--- src/rtl/pkt_in_arbiter.sv ---
// pkt_in_arbiter: round-robin merge of NUM_INPUTS packet streams into one registered output stage
module pkt_in_arbiter #(
    parameter int PACKET_BITS = 72,
    parameter int NUM_INPUTS = 4,
    parameter int CNT_BITS = 32
) (
    input  logic                          clk,
    input  logic                          reset,
    input  logic [NUM_INPUTS-1:0]         en_in,
    input  logic [PACKET_BITS-1:0]        pkt_in_data_in [NUM_INPUTS],
    input  logic [NUM_INPUTS-1:0]         pkt_in_vld_in,
    output logic [NUM_INPUTS-1:0]         pkt_in_rdy_out,
    output logic [PACKET_BITS-1:0]        pkt_out_data_out,
    output logic                          pkt_out_vld_out,
    input  logic                          pkt_out_rdy_in,
    output logic [CNT_BITS-1:0]           pkt_cnt_out [NUM_INPUTS],
    output logic [$clog2(NUM_INPUTS)-1:0] last_grant_out
);
    localparam int PW = $clog2(NUM_INPUTS);
    logic [NUM_INPUTS-1:0] req, grant;
    logic [PW-1:0] win, idx;
    logic free, accept;
    assign req = pkt_in_vld_in & en_in;
    assign free = ~pkt_out_vld_out | pkt_out_rdy_in;
    assign pkt_in_rdy_out = grant & {NUM_INPUTS{free & ~reset}};
    assign accept = |pkt_in_rdy_out;
    always_comb begin
        grant = '0;
        win = last_grant_out;
        idx = last_grant_out;
        for (int k = NUM_INPUTS; k >= 1; k--) begin
            idx = PW'((int'(last_grant_out) + k) % NUM_INPUTS);
            win = req[idx] ? idx : win;
        end
        grant[win] = req[win];
    end
    always_ff @(posedge clk) begin
        if (reset) begin
            pkt_out_vld_out <= 1'b0;
            pkt_out_data_out <= '0;
            last_grant_out <= PW'(NUM_INPUTS - 1);
            for (int i = 0; i < NUM_INPUTS; i++) pkt_cnt_out[i] <= '0;
        end else if (accept) begin
            pkt_out_vld_out <= 1'b1;
            pkt_out_data_out <= pkt_in_data_in[win];
            last_grant_out <= win;
            pkt_cnt_out[win] <= pkt_cnt_out[win] + 1'b1;
        end else if (pkt_out_rdy_in) begin
            pkt_out_vld_out <= 1'b0;
        end
    end
endmodule
--- config.mk ---
export PLATFORM = sky130hd
export DESIGN_NAME = pkt_in_arbiter
export DESIGN_NICKNAME = d
export VERILOG_FILES = /design/src/rtl/pkt_in_arbiter.sv
export SDC_FILE = /design/constraint.sdc
export NUM_CORES = 1
export LEC_CHECK = 0
export CAP_MARGIN = 20
export CORE_AREA = 2 2 198 200
export DETAILED_ROUTE_END_ITERATION = 8
export DIE_AREA = 0 0 200 202
export HOLD_SLACK_MARGIN = 0.02
export MAX_ROUTING_LAYER = met4
export REMOVE_ABC_BUFFERS = 1
export SKIP_LAST_GASP = 1
export SYNTH_ARGS = -nofsm -noshare
export SYNTH_HDL_FRONTEND = slang
export SYNTH_SLANG_ARGS = --single-unit
--- constraint.sdc ---
create_clock -name clk -period 10.49 [get_ports clk]
set_input_delay 1.5735 -clock clk [delete_from_list [all_inputs] [get_ports clk]]
set_output_delay 1.5735 -clock clk [all_outputs]
set_load 0.03 [all_outputs]
==> metrics.cfg, run 1 <==
[final_layout]
final_common_cell=clkdlybuf4s50_1
final_nets=1889
final_util=0.4553
layout.cells.non_filler=2148
final_cell_mix=clkdlybuf4s50_1 (504), dfxtp_1 (203), nand2_1 (184)
drive_gt1_frac=0.1027
final_design_area_no_fill_mm2=0.01743
areaGrowthSynthToFinish_pct=55.47

[yosys]
synth_area_leaders=dfxtp_1 (36%), mux4_2 (18%), nand2_1 (6.2%), nand3_1 (4.7%), a21oi_1 (3.6%)
yosysTopAreaCell=dfxtp_1
ys.flop_type=dfxtp_1
syn_area_mm2=0.01121
ys_types=56
netlist_instances=1164
seq_area_frac_synth=0.3625
avgSynthCellArea_um2=9.632
synth.top_cell.area_share=0.3625
yosysWarnings=0
synth-seq-cells=203
synth_edf_count=0
async_flop_share=0

[run]
cap_violations=0

[routing]
viasPerCell=5.478
drt_iter0_drc=806
dr.pass1.iters=5
drtAntennaViolNets=0
avgRoutedWirePerCell_um=24.87
num_vias=11767
drc_errors=0
wirelength_um=53430

[worst_setup_path]
path_max_fanout=55
r2r_start=last_grant_out[0]
critical_path_arrival_ns=5.29
critPathCaptureType=output pin
critical_path_required_ns=8.92
worstSetupStartpointType=input pin
path_class=in2out
worst-r2r-cell-count=10
crit_start=pkt_in_vld_in[3]

[global_routing]
grt.overflow.total=0
grt_pass1_vias=11369
antenna_found_initial=24
grt_pass1_wl_um=75940
grt.total_usage=0.2571
grt_max_degree=77

[floorplan]
core-area_mm2=0.03829
die_w_um=200
dieArea_mm2=0.04040
ioPinCount=506
die_h_um=202
start_util=0.2928
row_count=72

[outcome]
outcome=finished, final reports clean

[pwr]
p_int_mw=1.614
p_clk_frac=0.388
p_leak_nw=5.933
powerDensity_mw_per_mm2=130.3
ir_drop_mv=0.09581
power_frac_comb=0.252
seqPwrFrac=0.360
switchingPower_mw=0.6567
swShare=0.2892

[sta]
worstMarginPinSlew_ns=1.063
period_minus_slack_ns=6.860
hold_viol=0
fin_skew_ns=0.01055
fin_crit_sh=0.6540
setup_violations=0
slew_headroom=0.2850
slew_viol_final=0
max_freq_mhz=145.8
grt_setup_unrepaired=false
fin_hold_ws_ns=0.4535

[place]
dpl_cell_area_mm2=0.01655
io_buffers=505
hpwlAfterDp_um=39350
dp.cells=2080
gp_congestion=0.9071

[min_path]
hold_class=reg2reg
hp-start=pkt_out_data_out[44]
worstHoldPathCells=2

[clocking]
numCtsBuffers=25
cts_resized=0
tritoncts=built
postCtsHoldBufs=0
clockBufferDepth=3
cts.sinks=203
clk_latency_ns=0.53
root_buffer=clkbuf_16
path_clk_slew_ns=0.06
cts_max_level=1
postCtsSetupBuffers=0

[synth_stat cells, drive strengths merged, types with 2 or more instances]
| cell type | instances |
|---|---|
| nor3b | 2 |
| o32a | 4 |
| a31oi | 4 |
| o21ai | 55 |
| or4 | 35 |
| a21oi | 82 |
| nand3b | 16 |
| buf | 29 |
| xnor2 | 9 |
| nand4b | 2 |
| or3 | 5 |
| inv | 18 |
| dfxtp | 203 |
| nand2b | 4 |
| nand3 | 105 |
| a311oi | 2 |
| clkbuf | 96 |
| a211oi | 4 |
| and2 | 2 |
| nor3 | 10 |
| a311o | 27 |
| clkinv | 3 |
| xor2 | 4 |
| mux4 | 105 |
| a211o | 5 |
| nor4b | 4 |
| mux2i | 4 |
| nand4 | 29 |
| o211ai | 34 |
| nor2 | 15 |
| nor4 | 30 |
| or2 | 2 |
| o211a | 15 |
| o311ai | 8 |
| nand2 | 184 |
[power by group through the flow]
stage	sequential, mW	clock (mW)	combinational (mW)
4_1_cts	0.818	0.899	0.573
2_1_floorplan	0.890	0	0.258
3_5_place_dp	0.835	0	0.570
5_1_grt	0.821	0.936	0.601
3_3_place_gp	0.833	0	0.569
6_report	0.818	0.882	0.571
[metal layers]
metal | up-vias | share of wire | GRT usage
met4 | 0 | 0.025 | 0.08122
met3 | 75 | 0.091 | 0.06307
met1 | 5802 | 0.40 | 0.3090
li1 | 5359 | - | -
met5 | - | 0 | -
met2 | 531 | 0.49 | 0.4224
[cells by family (layout without fill, tap and decap cells)]
logic type | Yosys count | after routing | synth area share
adders and majority gates | 1 | 1 | 0.001116
xor gates and xnor gates | 13 | 13 | 0.01016
other | 0 | 23 | 0
DFF | 203 | 203 | 0.3625
and+or+nand+nor | 448 | 448 | 0.2039
buffers and inverters | 146 | 589 | 0.05725
muxes | 109 | 109 | 0.2195
AOI/OAI and AO/OA | 244 | 244 | 0.1456
[state kept, by name, indices dropped and copies added (netlist names)]
| signal | count |
|---|---|
| pkt_out_vld_out | 1 |
| pkt_cnt_out | 128 |
| pkt_out_data_out | 72 |
| last_grant_out | 2 |
[path summary, 6_finish.rpt]
check / end / slack [ns]
setup / recovery: pkt_in_rdy_out[1] / 3.63
hold / removal: pkt_out_data_out[44] / 0.45
hold reg to reg: pkt_out_data_out[44] / 0.45
setup reg to reg: pkt_cnt_out[92] / 5.28
[cell type report]
type / instances / area, um2
fillers: 3677 / 20860
flip-flops and latches: 203 / 4064
well taps: 518 / 648.1
diodes: 23 / 57.56
clock inverters: 7 / 88.84
repair buffers: 523 / 5187
multi-input cells: 815 / 6573
clock buffers: 38 / 734.5
inverters: 21 / 78.83
[metrics by stage]
stage	total power, mW	setup TNS [ns]	worst slack (ns)
floorplan	1.148	-1.771	-0.6857
CTS	2.289	0	3.639
global route	2.358	0	3.427
finish	2.271	0	3.630
detailed placement	1.405	0	3.654
global placement	1.402	0	3.730
[worst max-delay path: stages]
cell and delay (ns):
clkdlybuf4s50_1 0.51, nand2_1 0.16, a211oi_1 0.57, a21oi_4 0.04, buf_4 0.32, nand3_2 0.15, buf_4 0.48, clkinv_1 0.47
buf_4 0.35, clkdlybuf4s50_1 0.62
Note: power is estimated with default switching activity, not from simulation.
==> run 2, diff against run 1 <==
--- a/config.mk
+++ b/config.mk
@@ -6,9 +6,9 @@
 export NUM_CORES = 1
 export LEC_CHECK = 0
 export CAP_MARGIN = 20
-export CORE_AREA = 2 2 198 200
+export CORE_AREA = 2 2 196 198
 export DETAILED_ROUTE_END_ITERATION = 8
-export DIE_AREA = 0 0 200 202
+export DIE_AREA = 0 0 198 200
 export HOLD_SLACK_MARGIN = 0.02
 export MAX_ROUTING_LAYER = met4
 export REMOVE_ABC_BUFFERS = 1
==> constraint.sdc (replaced) <==
create_clock -name clk -period 6.45 [get_ports clk]
set_input_delay 0.9675 -clock clk [delete_from_list [all_inputs] [get_ports clk]]
set_output_delay 0.9675 -clock clk [all_outputs]
set_load 0.03 [all_outputs]
==> metrics.cfg, run 2 (same netlist as run 1, synthesis figures left out) <==
[global_routing]
grt.overflow.total=0  ; unchanged
grt_max_degree=63  ; -18%
grt_pass1_wl_um=76610  ; +0.88%
antenna_found_initial=11  ; -54%
grt_pass1_vias=11471  ; +0.90%
grt.total_usage=0.2666  ; +0.009525

[sta]
max_freq_mhz=194.9
slew_headroom=0.2841  ; -0.0009140
fin_skew_ns=0.01606  ; +0.005502 ns
hold_viol=0  ; unchanged
grt_setup_unrepaired=false
slew_viol_final=0  ; unchanged
worstMarginPinSlew_ns=1.070  ; +0.007218 ns
finalSetupTns_ns=0  ; unchanged
fin_hold_ws_ns=0.4539  ; +0.0004160 ns
fin_crit_sh=0.7955
setup_violations=0  ; unchanged
period_minus_slack_ns=5.131

[floorplan]
die_w_um=198  ; -1.0%
core-area_mm2=0.03740  ; -2.3%
ioPinCount=506  ; unchanged
row_count=71  ; -1.4%
start_util=0.2998  ; +0.006946
die_h_um=200  ; -0.99%
dieArea_mm2=0.03960  ; -2.0%

[routing]
num_vias=11773  ; +0.051%
wirelength_um=53650  ; +0.41%
drtAntennaViolNets=0  ; unchanged
drt_iter0_drc=879  ; +9.1%
dr.pass1.iters=5  ; unchanged
viasPerCell=5.519  ; +0.75%
avgRoutedWirePerCell_um=25.15  ; +1.1%
drc_errors=0  ; unchanged

[clocking]
root_buffer=clkbuf_16
cts_resized=0  ; unchanged
tritoncts=built
path_clk_slew_ns=0.06  ; about the same
cts_max_level=1  ; unchanged
postCtsSetupBuffers=0  ; unchanged
cts.sinks=203  ; unchanged
numCtsBuffers=25  ; unchanged
clk_latency_ns=0.54  ; about the same
clockBufferDepth=3  ; unchanged
postCtsHoldBufs=0  ; unchanged

[worst_setup_path]
worst-r2r-cell-count=9  ; -1
critPathCaptureType=output pin
r2r_end=pkt_cnt_out[123]
critPathMaxStageDelay_ns=0.68  ; +0.06 ns
reg2reg_slack_ns=1.97  ; -3.31 ns
critical_path_arrival_ns=4.16  ; -1.13 ns
worstSetupStartpointType=input pin
crit_chain=clkdlybuf4s50_1 > nand2_1 > a311oi_2 > o21a_4 > buf_4 > nand3_2 > inv_1 > clkdlybuf4s50_1
path_class=in2out
worstSetupEndpoint=pkt_in_rdy_out[0]
crit_start=pkt_in_vld_in[2]
path_max_fanout=27  ; -51%
r2r_start=last_grant_out[0]
slowest_stage=clkdlybuf4s50_1
critical_path_required_ns=5.48  ; -3.44 ns
crit_top_cell=clkdlybuf4s50_1

[pwr]
ir_drop_mv=0.1723  ; +80%
powerDensity_mw_per_mm2=211.0  ; +62%
total_power_mw=3.677  ; +62%
p_leak_nw=5.954  ; +0.36%

[final_layout]
fillCellCount=3505  ; -4.7%
drive_gt1_frac=0.1067  ; +0.004024
top_register=pkt_cnt_out
multiInputGateArea_mm2=0.006573  ; unchanged
register_area_mm2=0.004064  ; unchanged
final_nets=1894  ; +0.26%
areaGrowthSynthToFinish_pct=55.41  ; about the same
final_common_cell=clkdlybuf4s50_1
final_cell_mix=clkdlybuf4s50_1 (504), dfxtp_1 (203), nand2_1 (184)
largest_register_ffs=128  ; unchanged
top_regs=pkt_cnt_out (128), pkt_out_data_out (72), last_grant_out (2)

[run]
cap_violations=0  ; unchanged

[place]
io_buffers=505  ; unchanged
hpwlAfterDp_um=39460  ; +0.29%
gp_congestion=0.9254  ; +2.0%

[min_path]
hold_class=reg2reg

[outcome]
outcome=finished, final reports clean

-- run 2: report_power, final --
group / internal [mW] / switching, mW / leakage, nW
clock network: 0.835 / 0.582 / 0.404
registers: 1.30 / 0.0278 / 1.65
logic: 0.464 / 0.467 / 3.90
total: 2.60 / 1.08 / 5.95
-- run 2: metal layers --
metal  global-route usage  wire, um  vias up
met1               0.3310     22150     5816
met5                    -         0        -
met3              0.05124      4224       75
met2               0.4441     25910      542
li1                     -         -     5340
met4              0.07463      1366        0
-- run 2: cell type report --
cell class / instances / share of cell area
diodes: 10 / 0.001436
clock buffers: 37 / 0.04251
clock inverters: 8 / 0.004524
inverters: 21 / 0.004524
multi-input cells: 815 / 0.3772
flip-flops and latches: 203 / 0.2332
well taps: 511 / 0.03669
repair buffers: 528 / 0.2999
-- run 2: how the worst min path moves through the flow --
stage	start	cells after the start	to
finish	pkt_out_data_out[51]	2	pkt_out_data_out[51]
global route	pkt_out_data_out[68]	2	pkt_out_data_out[68]
CTS	pkt_out_data_out[68]	2	pkt_out_data_out[68]
detailed placement	pkt_out_data_out[51]	2	pkt_out_data_out[51]
global placement	pkt_out_data_out[6]	2	pkt_out_data_out[6]
floorplan	pkt_out_data_out[0]	2	pkt_out_data_out[0]
-- run 2: stage by stage --
stage          cell area (um2)  setup slack [ns]  utilization  std cells
2_1_floorplan            10650            -3.514            -       1039
3_3_place_gp             16580             1.056       0.4433       2078
3_5_place_dp             16580            0.9336       0.4433       2078
4_1_cts                  17400             1.268       0.4652       2123
5_1_grt                  17420             1.101       0.4659       2133
6_report                 17420             1.319       0.4659       2133
-- run 2: worst max-delay path: cells and delay by family --
family | cells | cell delay, ns
compound gates | 2 | 0.96
buf+inv | 4 | 1.86
simple gates | 2 | 0.36
